### src/rtl/demux1_4_seq.sv
// Registered 1-to-4 demultiplexer with manual (sel_in) or round-robin (auto) lane selection.
// Build option: define DEMUX_ZERO_UNSEL_EN to clear unselected lanes on every accepted word.
module demux1_4_seq #(
   parameter int WIDTH = 1
) (
   input  logic                 clk,
   input  logic                 rst,
   input  logic [WIDTH-1:0]     data_in,
   input  logic                 valid_in,
   input  logic [1:0]           sel_in,
   input  logic                 auto_in,
   output logic [4*WIDTH-1:0]   y_out,
   output logic [3:0]           lane_valid_out,
   output logic                 frame_valid_out,
   output logic [1:0]           ptr_out
);

   logic             auto_q;
   logic             auto_rise;
   logic [1:0]       ptr_eff;
   logic [1:0]       lane;
   logic [3:0]       lane_oh;

   // Entering auto mode restarts the frame at lane 0 on the same edge.
   always_comb begin
      auto_rise = auto_in & ~auto_q;
      ptr_eff   = auto_rise ? 2'd0 : ptr_out;
      lane      = auto_in ? ptr_eff : sel_in;
      lane_oh   = 4'b0001 << lane;
   end

   always_ff @(posedge clk) begin
      if (rst) begin
         y_out           <= '0;
         lane_valid_out  <= '0;
         frame_valid_out <= 1'b0;
         ptr_out         <= 2'd0;
         auto_q          <= 1'b0;
      end else begin
         auto_q <= auto_in;
         if (valid_in) begin
            for (int k = 0; k < 4; k++) begin
               if (lane_oh[k]) begin
                  y_out[k*WIDTH +: WIDTH] <= data_in;
               end else begin
`ifdef DEMUX_ZERO_UNSEL_EN
                  y_out[k*WIDTH +: WIDTH] <= '0;
`else
                  y_out[k*WIDTH +: WIDTH] <= y_out[k*WIDTH +: WIDTH];
`endif
               end
            end
            lane_valid_out  <= lane_oh;
            frame_valid_out <= auto_in && (lane == 2'd3);
            ptr_out         <= auto_in ? ptr_eff + 2'd1 : ptr_eff;
         end else begin
            lane_valid_out  <= 4'b0000;
            frame_valid_out <= 1'b0;
            ptr_out         <= ptr_eff;
         end
      end
   end

endmodule

### config.mk
export PLATFORM = sky130hd
export DESIGN_NAME = demux1_4_seq
export DESIGN_NICKNAME = d
export VERILOG_FILES = /design/src/rtl/demux1_4_seq.sv
export SDC_FILE = /design/constraint.sdc
export NUM_CORES = 1
export LEC_CHECK = 0
export ABC_AREA = 1
export ABC_CLOCK_PERIOD_IN_PS = 1300
export CORE_AREA = 2 2 39 41
export DETAILED_ROUTE_END_ITERATION = 8
export DIE_AREA = 0 0 41 43
export MAX_ROUTING_LAYER = met4
export PLACE_DENSITY = 0.68
export SYNTH_ARGS = -nofsm -noshare
export SYNTH_HDL_FRONTEND = slang
export SYNTH_SLANG_ARGS = --single-unit
### constraint.sdc
create_clock -name clk -period 1.3 [get_ports clk]
set_input_delay 0.26 -clock clk [delete_from_list [all_inputs] [get_ports clk]]
set_output_delay 0.26 -clock clk [all_outputs]
set_load 0.05 [all_outputs]
Yosys cells after proc, flatten, opt, wreduce, memory -nomap -nowiden
Index checks and enable logic that the tools add are counted.
- add/subtract/negate cells: 1
- equal/unequal tests: 1
- shift-type cells: 1
- muxes and demuxes: 4
- bitwise gates (word level): 3
- reductions and logical operators: 6
- operator list (kind ; count):
    $mux 2 ; 4
    $reduce_and 2->1 ; 4
    $shl 1x2->4 const A ; 1
    $add 2x1->2 const B ; 1
    $eq 2x2->1 const B ; 1
    $not 1->1 ; 2
    $reduce_or 2->1 ; 1
    $and 1x1->1 ; 1
    $logic_and 1x1->1 ; 1
- flip-flop bits (word level): 12
- input port bits: 7
- output and inout port bits: 11

Depth between registers and ports, before layout
- depth after elaboration: 6
- gate-level depth with buffers: 7

Worst setup path after synthesis
Ideal clock, no wire load.
- path kind: register -> register
- start point: register ptr_out[0]
- end point: register y_out[2]
- library setup time: 0.117 ns
- arrival time: 1.203 ns
- path slack: -0.020 ns
- cell stages (with the launch flop): 6
- clock period less this slack: 1.320 ns
- cells stage by stage: dfxtp_1 > nand3_1 > nand2_4 > nor2_4 > a21oi_1 > nor2_1
- cells in the longest elaborated chain, start to end: 4
- ends and longest elaborated chain (item ; RTL line ; text):
    from (decl) ; 15 ; output logic [1:0] ptr_out
    from (signal assigned) ; 55 ; ptr_out <= auto_in ? ptr_eff + 2'd1 : ptr_eff;
    from (signal assigned) ; 59 ; ptr_out <= ptr_eff;
    $mux 2 ; 27 ; ptr_eff = auto_rise ? 2'd0 : ptr_out;
    $mux 2 ; 28 ; lane = auto_in ? ptr_eff : sel_in;
    $shl 1x2->4 ; 29 ; lane_oh = 4'b0001 << lane;
    $reduce_and 2->1 (no line) ; -- ;
    to (signal, indexed assignment) ; 44 ; y_out[k*WIDTH +: WIDTH] <= data_in;
    to (signal, indexed assignment) ; 49 ; y_out[k*WIDTH +: WIDTH] <= y_out[k*WIDTH +: WIDTH];
    to (decl) ; 12 ; output logic [4*WIDTH-1:0] y_out,
Every way passes these cells.
A chain may end at the register's enable or synchronous reset.

Final worst setup path
- start point: input valid_in
- end point: register y_out[2]
- cells in the longest elaborated chain, start to end: 1
- ends and longest elaborated chain (item ; RTL line ; text):
    from (decl) ; 9 ; input logic valid_in,
    $reduce_and 2->1 (no line) ; -- ;
Every way passes these cells.

==> impl_results.html <==
<table>
<tr><th>Metric</th><th>Value</th></tr>
<tr><th colspan="2">Run status</th></tr>
<tr><td>Outcome</td><td>finished clean</td></tr>
<tr><th colspan="2">Logic synthesis</th></tr>
<tr><td>Synth Warn #</td><td>0</td></tr>
<tr><td>Most instantiated cells after synthesis</td><td>12 x sky130_fd_sc_hd__dfxtp_1, 11 x sky130_fd_sc_hd__nor2_1, 10 x sky130_fd_sc_hd__nand2_1</td></tr>
<tr><td>Top cells by area, synth</td><td>sky130_fd_sc_hd__dfxtp_1 49%, sky130_fd_sc_hd__nor2_1 8.4%, sky130_fd_sc_hd__nand2_1 7.7%, sky130_fd_sc_hd__nand3_1 5.1%, sky130_fd_sc_hd__nand2_4 4.6%</td></tr>
<tr><td>Nets in the synthesized netlist</td><td>67</td></tr>
<tr><td>Number of distinct library cells after synthesis</td><td>15</td></tr>
<tr><td>Mean post-synth cell area</td><td>8.17 sq um</td></tr>
<tr><td>Asr flop ratio synth</td><td>0%</td></tr>
<tr><td>Synth Instances</td><td>60</td></tr>
<tr><td>Post-synthesis instance area</td><td>between 400 and 500 sq um</td></tr>
<tr><td>Post-synth top area share</td><td>49.0%</td></tr>
<tr><td>Post-synthesis sequential element count</td><td>12</td></tr>
<tr><td>Most used flip-flop cell after synthesis</td><td>sky130_fd_sc_hd__dfxtp_1</td></tr>
<tr><td>Library cell with the highest instance count after synthesis</td><td>sky130_fd_sc_hd__dfxtp_1</td></tr>
<tr><td>Cell type contributing the most total cell area after synthesis</td><td>sky130_fd_sc_hd__dfxtp_1</td></tr>
<tr><td>Sequential fraction of the synthesis area</td><td>49.0%</td></tr>
<tr><td>EDFF count, synth</td><td>0</td></tr>
<tr><th colspan="2">Power</th></tr>
<tr><td>Cell leakage power</td><td>0.379 nW</td></tr>
<tr><td>Max IR drop VDD</td><td>0.616 mV</td></tr>
<tr><td>Power density of the placed cells</td><td>1000 mW/mm^2</td></tr>
<tr><th colspan="2">Global route</th></tr>
<tr><td>Largest net degree at the start of global routing</td><td>8</td></tr>
<tr><td>Overall overflow remaining after global route</td><td>0</td></tr>
<tr><td>Via count of the first global-routing pass</td><td>395</td></tr>
<tr><td>First-pass GRT wire length</td><td>1630 microns</td></tr>
<tr><td>Initial antenna violation count</td><td>0</td></tr>
<tr><td>Combined global-route utilization of all metal layers</td><td>14.7%</td></tr>
<tr><th colspan="2">Timing</th></tr>
<tr><td>Final worst hold slack</td><td>0.393 ns</td></tr>
<tr><td>Final Setup Violations</td><td>0</td></tr>
<tr><td>Minimum period implied by the final worst setup slack</td><td>1.10 ns</td></tr>
<tr><td>Worst max-slew margin expressed relative to the limit</td><td>86.1%</td></tr>
<tr><td>Pins Over Slew Limit</td><td>0</td></tr>
<tr><td>Fmax</td><td>913 MHz</td></tr>
<tr><td>Clock Skew</td><td>around 0.0083 ns</td></tr>
<tr><td>Actual transition at the worst max-transition pin</td><td>0.206 ns</td></tr>
<tr><td>Count of endpoints failing hold in the final timing report</td><td>0</td></tr>
<tr><td>Setup repair after global routing missed its margin</td><td>false</td></tr>
<tr><td>Final period util</td><td>84.3%</td></tr>
<tr><td>Setup TNS after final layout</td><td>0 ns</td></tr>
<tr><th colspan="2">Worst hold path</th></tr>
<tr><td>Hold WC Path Type</td><td>in2reg</td></tr>
<tr><th colspan="2">Setup path</th></tr>
<tr><td>Slowest library cell on the worst path</td><td>sky130_fd_sc_hd__clkdlybuf4s50_1</td></tr>
<tr><td>Maximum net fanout on the critical path</td><td>5</td></tr>
<tr><td>Kind of start point of the critical path</td><td>primary input</td></tr>
<tr><td>Worst setup path category</td><td>in2reg</td></tr>
<tr><td>Critical path arrival</td><td>about 1.3 ns</td></tr>
<tr><td>Slowest cell delay on critical path</td><td>roughly 0.56 ns</td></tr>
<tr><td>Nature of the critical path endpoint</td><td>register</td></tr>
<tr><td>Reg-to-reg slack, setup</td><td>0.24 ns</td></tr>
<tr><td>Ordered cell list for the critical path</td><td>clkdlybuf4s50_1, inv_1, nor2_4, nand3_1, nand2_1, nor2_1</td></tr>
<tr><td>Data required time of the worst path</td><td>1.47 ns</td></tr>
<tr><th colspan="2">Route</th></tr>
<tr><td>Via-to-Cell Ratio</td><td>4.65</td></tr>
<tr><td>Number of detailed-route iterations in the first pass</td><td>4</td></tr>
<tr><td>Final routed wire length divided by cell count</td><td>10.0 microns</td></tr>
<tr><td>Initial DRC count</td><td>8</td></tr>
<tr><td>WL final</td><td>1010 microns</td></tr>
<tr><td>Post-detailed-route DRC marker count</td><td>0</td></tr>
<tr><td>Remaining antenna violation count</td><td>0</td></tr>
<tr><td>Via count</td><td>470</td></tr>
<tr><th colspan="2">Clock network</th></tr>
<tr><td>Hold-fix buffers at CTS</td><td>0</td></tr>
<tr><td>CTS tree</td><td>built</td></tr>
<tr><td>Count of buffers added by post-CTS timing repair for setup</td><td>0</td></tr>
<tr><td>Clock tree buffer depth</td><td>2</td></tr>
<tr><td>Worst-path clk slew</td><td>0.08 ns</td></tr>
<tr><td>Clock sink count</td><td>12</td></tr>
<tr><td>Clk Tree Root Cell</td><td>sky130_fd_sc_hd__clkbuf_4</td></tr>
<tr><td>CTS H-tree lvls</td><td>1</td></tr>
<tr><td>Insertion delay to the later sink of the worst-skew pair</td><td>between 0.2 and 0.3 ns</td></tr>
<tr><td>Inserted Clock Buffers</td><td>3</td></tr>
<tr><th colspan="2">Floorplanning</th></tr>
<tr><td>I/O pin total</td><td>18</td></tr>
<tr><td>Vert. Die Dim</td><td>43 microns</td></tr>
<tr><td>Number of standard-cell rows in the floorplan</td><td>14</td></tr>
<tr><td>Die Footprint</td><td>between 0.0015 and 0.002 sq mm</td></tr>
<tr><td>Chip width</td><td>41 microns</td></tr>
<tr><td>Starting utilization of the core area</td><td>35.4%</td></tr>
<tr><td>Area inside the core boundary</td><td>approximately 0.0014 sq mm</td></tr>
<tr><th colspan="2">Placed design</th></tr>
<tr><td>Routability congestion estimate</td><td>0.825</td></tr>
<tr><td># port buffers</td><td>17</td></tr>
<tr><td>Final HPWL DP</td><td>834 microns</td></tr>
<tr><th colspan="2">Cells and area</th></tr>
<tr><td>Layout area overhead</td><td>76.3%</td></tr>
<tr><td>Antenna cell count</td><td>0</td></tr>
<tr><td>Number of nets in the layout</td><td>93</td></tr>
<tr><td>Share of layout cells above drive strength 1</td><td>35.3%</td></tr>
<tr><td>Util after Layout</td><td>approximately 62%</td></tr>
<tr><th colspan="2">Flow run</th></tr>
<tr><td>Max capacitance violation total</td><td>0</td></tr>
</table>
flip-flops by register name, summed over array words and instances (netlist names):
register	count
frame_valid_out	1
lane_valid_out	4
ptr_out	2
auto_q	1
y_out	4
layer usage:
| metal | part of all wire [%] | track usage, % | wire length (microns) |
|---|---|---|---|
| met4 | 1.9 | 8.00 | 19 |
| met2 | 52 | 20.9 | 523 |
| met1 | 40 | 16.7 | 403 |
| met3 | 6.3 | 6.28 | 64 |
| met5 | 0 | - | 0 |
area by class of cell:
cell class | instances | area (sq um)
clock buffers | 4 | 36.3
flip-flops and latches | 12 | 243
well taps | 16 | 20.0
inverters | 5 | 18.8
repair buffers | 21 | 313
fillers | 115 | 519
multi-input cells | 43 | 234
power by group:
part / internal (mW) / switching [mW] / leakage, nW
registers: 0.382 / 0.0138 / 0.0988
logic: 0.0873 / 0.0951 / 0.259
clock network: 0.170 / 0.121 / 0.0210
total: 0.639 / 0.230 / 0.379
stage by stage:
step                power (mW)  cell area (sq um)  std cells  setup slack [ns]
floorplan                0.489                493         60             0.190
global placement         0.584                823         97            -0.189
detailed placement       0.587                823         97            -0.204
CTS                      0.877                860        101            0.0778
global route             0.905                865        101             0.140
finish                   0.869                865        101             0.204
worst paths after layout:
check | to | startpoint | cells past startpoint
worst max-delay path | y_out[2] | valid_in | 6
worst min-delay path | ptr_out[1] | auto_in | 3
worst max register to register | y_out[3] | auto_q | 6
worst min register to register | y_out[0] | y_out[0] | 2
kinds of logic (layout without fill, tap and decap cells):
group | count (synthesis) | count (layout) | share of synthesized area [%]
simple gates | 37 | 37 | 41.1
flops | 12 | 12 | 49.0
compound gates | 6 | 6 | 6.12
buf+inv | 5 | 30 | 3.82
timing repair:
item,4_1_cts,5_1_grt
resized for setup,0,2
endpoints found under the hold margin,0,0
endpoints found under the setup margin,0,2
layout by cell type, fill, tap and decap left out, drive strengths merged:
master          n
a21oi           3
nor2           13
clkdlybuf4s50   5
inv             5
dfxtp          12
buf            15
dlymetal6s2s    1
o21ai           3
clkbuf          4
nand4           1
nand2          14
nand3           6
and3            1
nor3            2
worst max-delay path: cells and delay by family:
kind / cells / cell delay [ns]
AND/OR/NAND/NOR: 4 / 0.32
buffers and inverters: 2 / 0.70
Power figures use the tool's default switching activity.
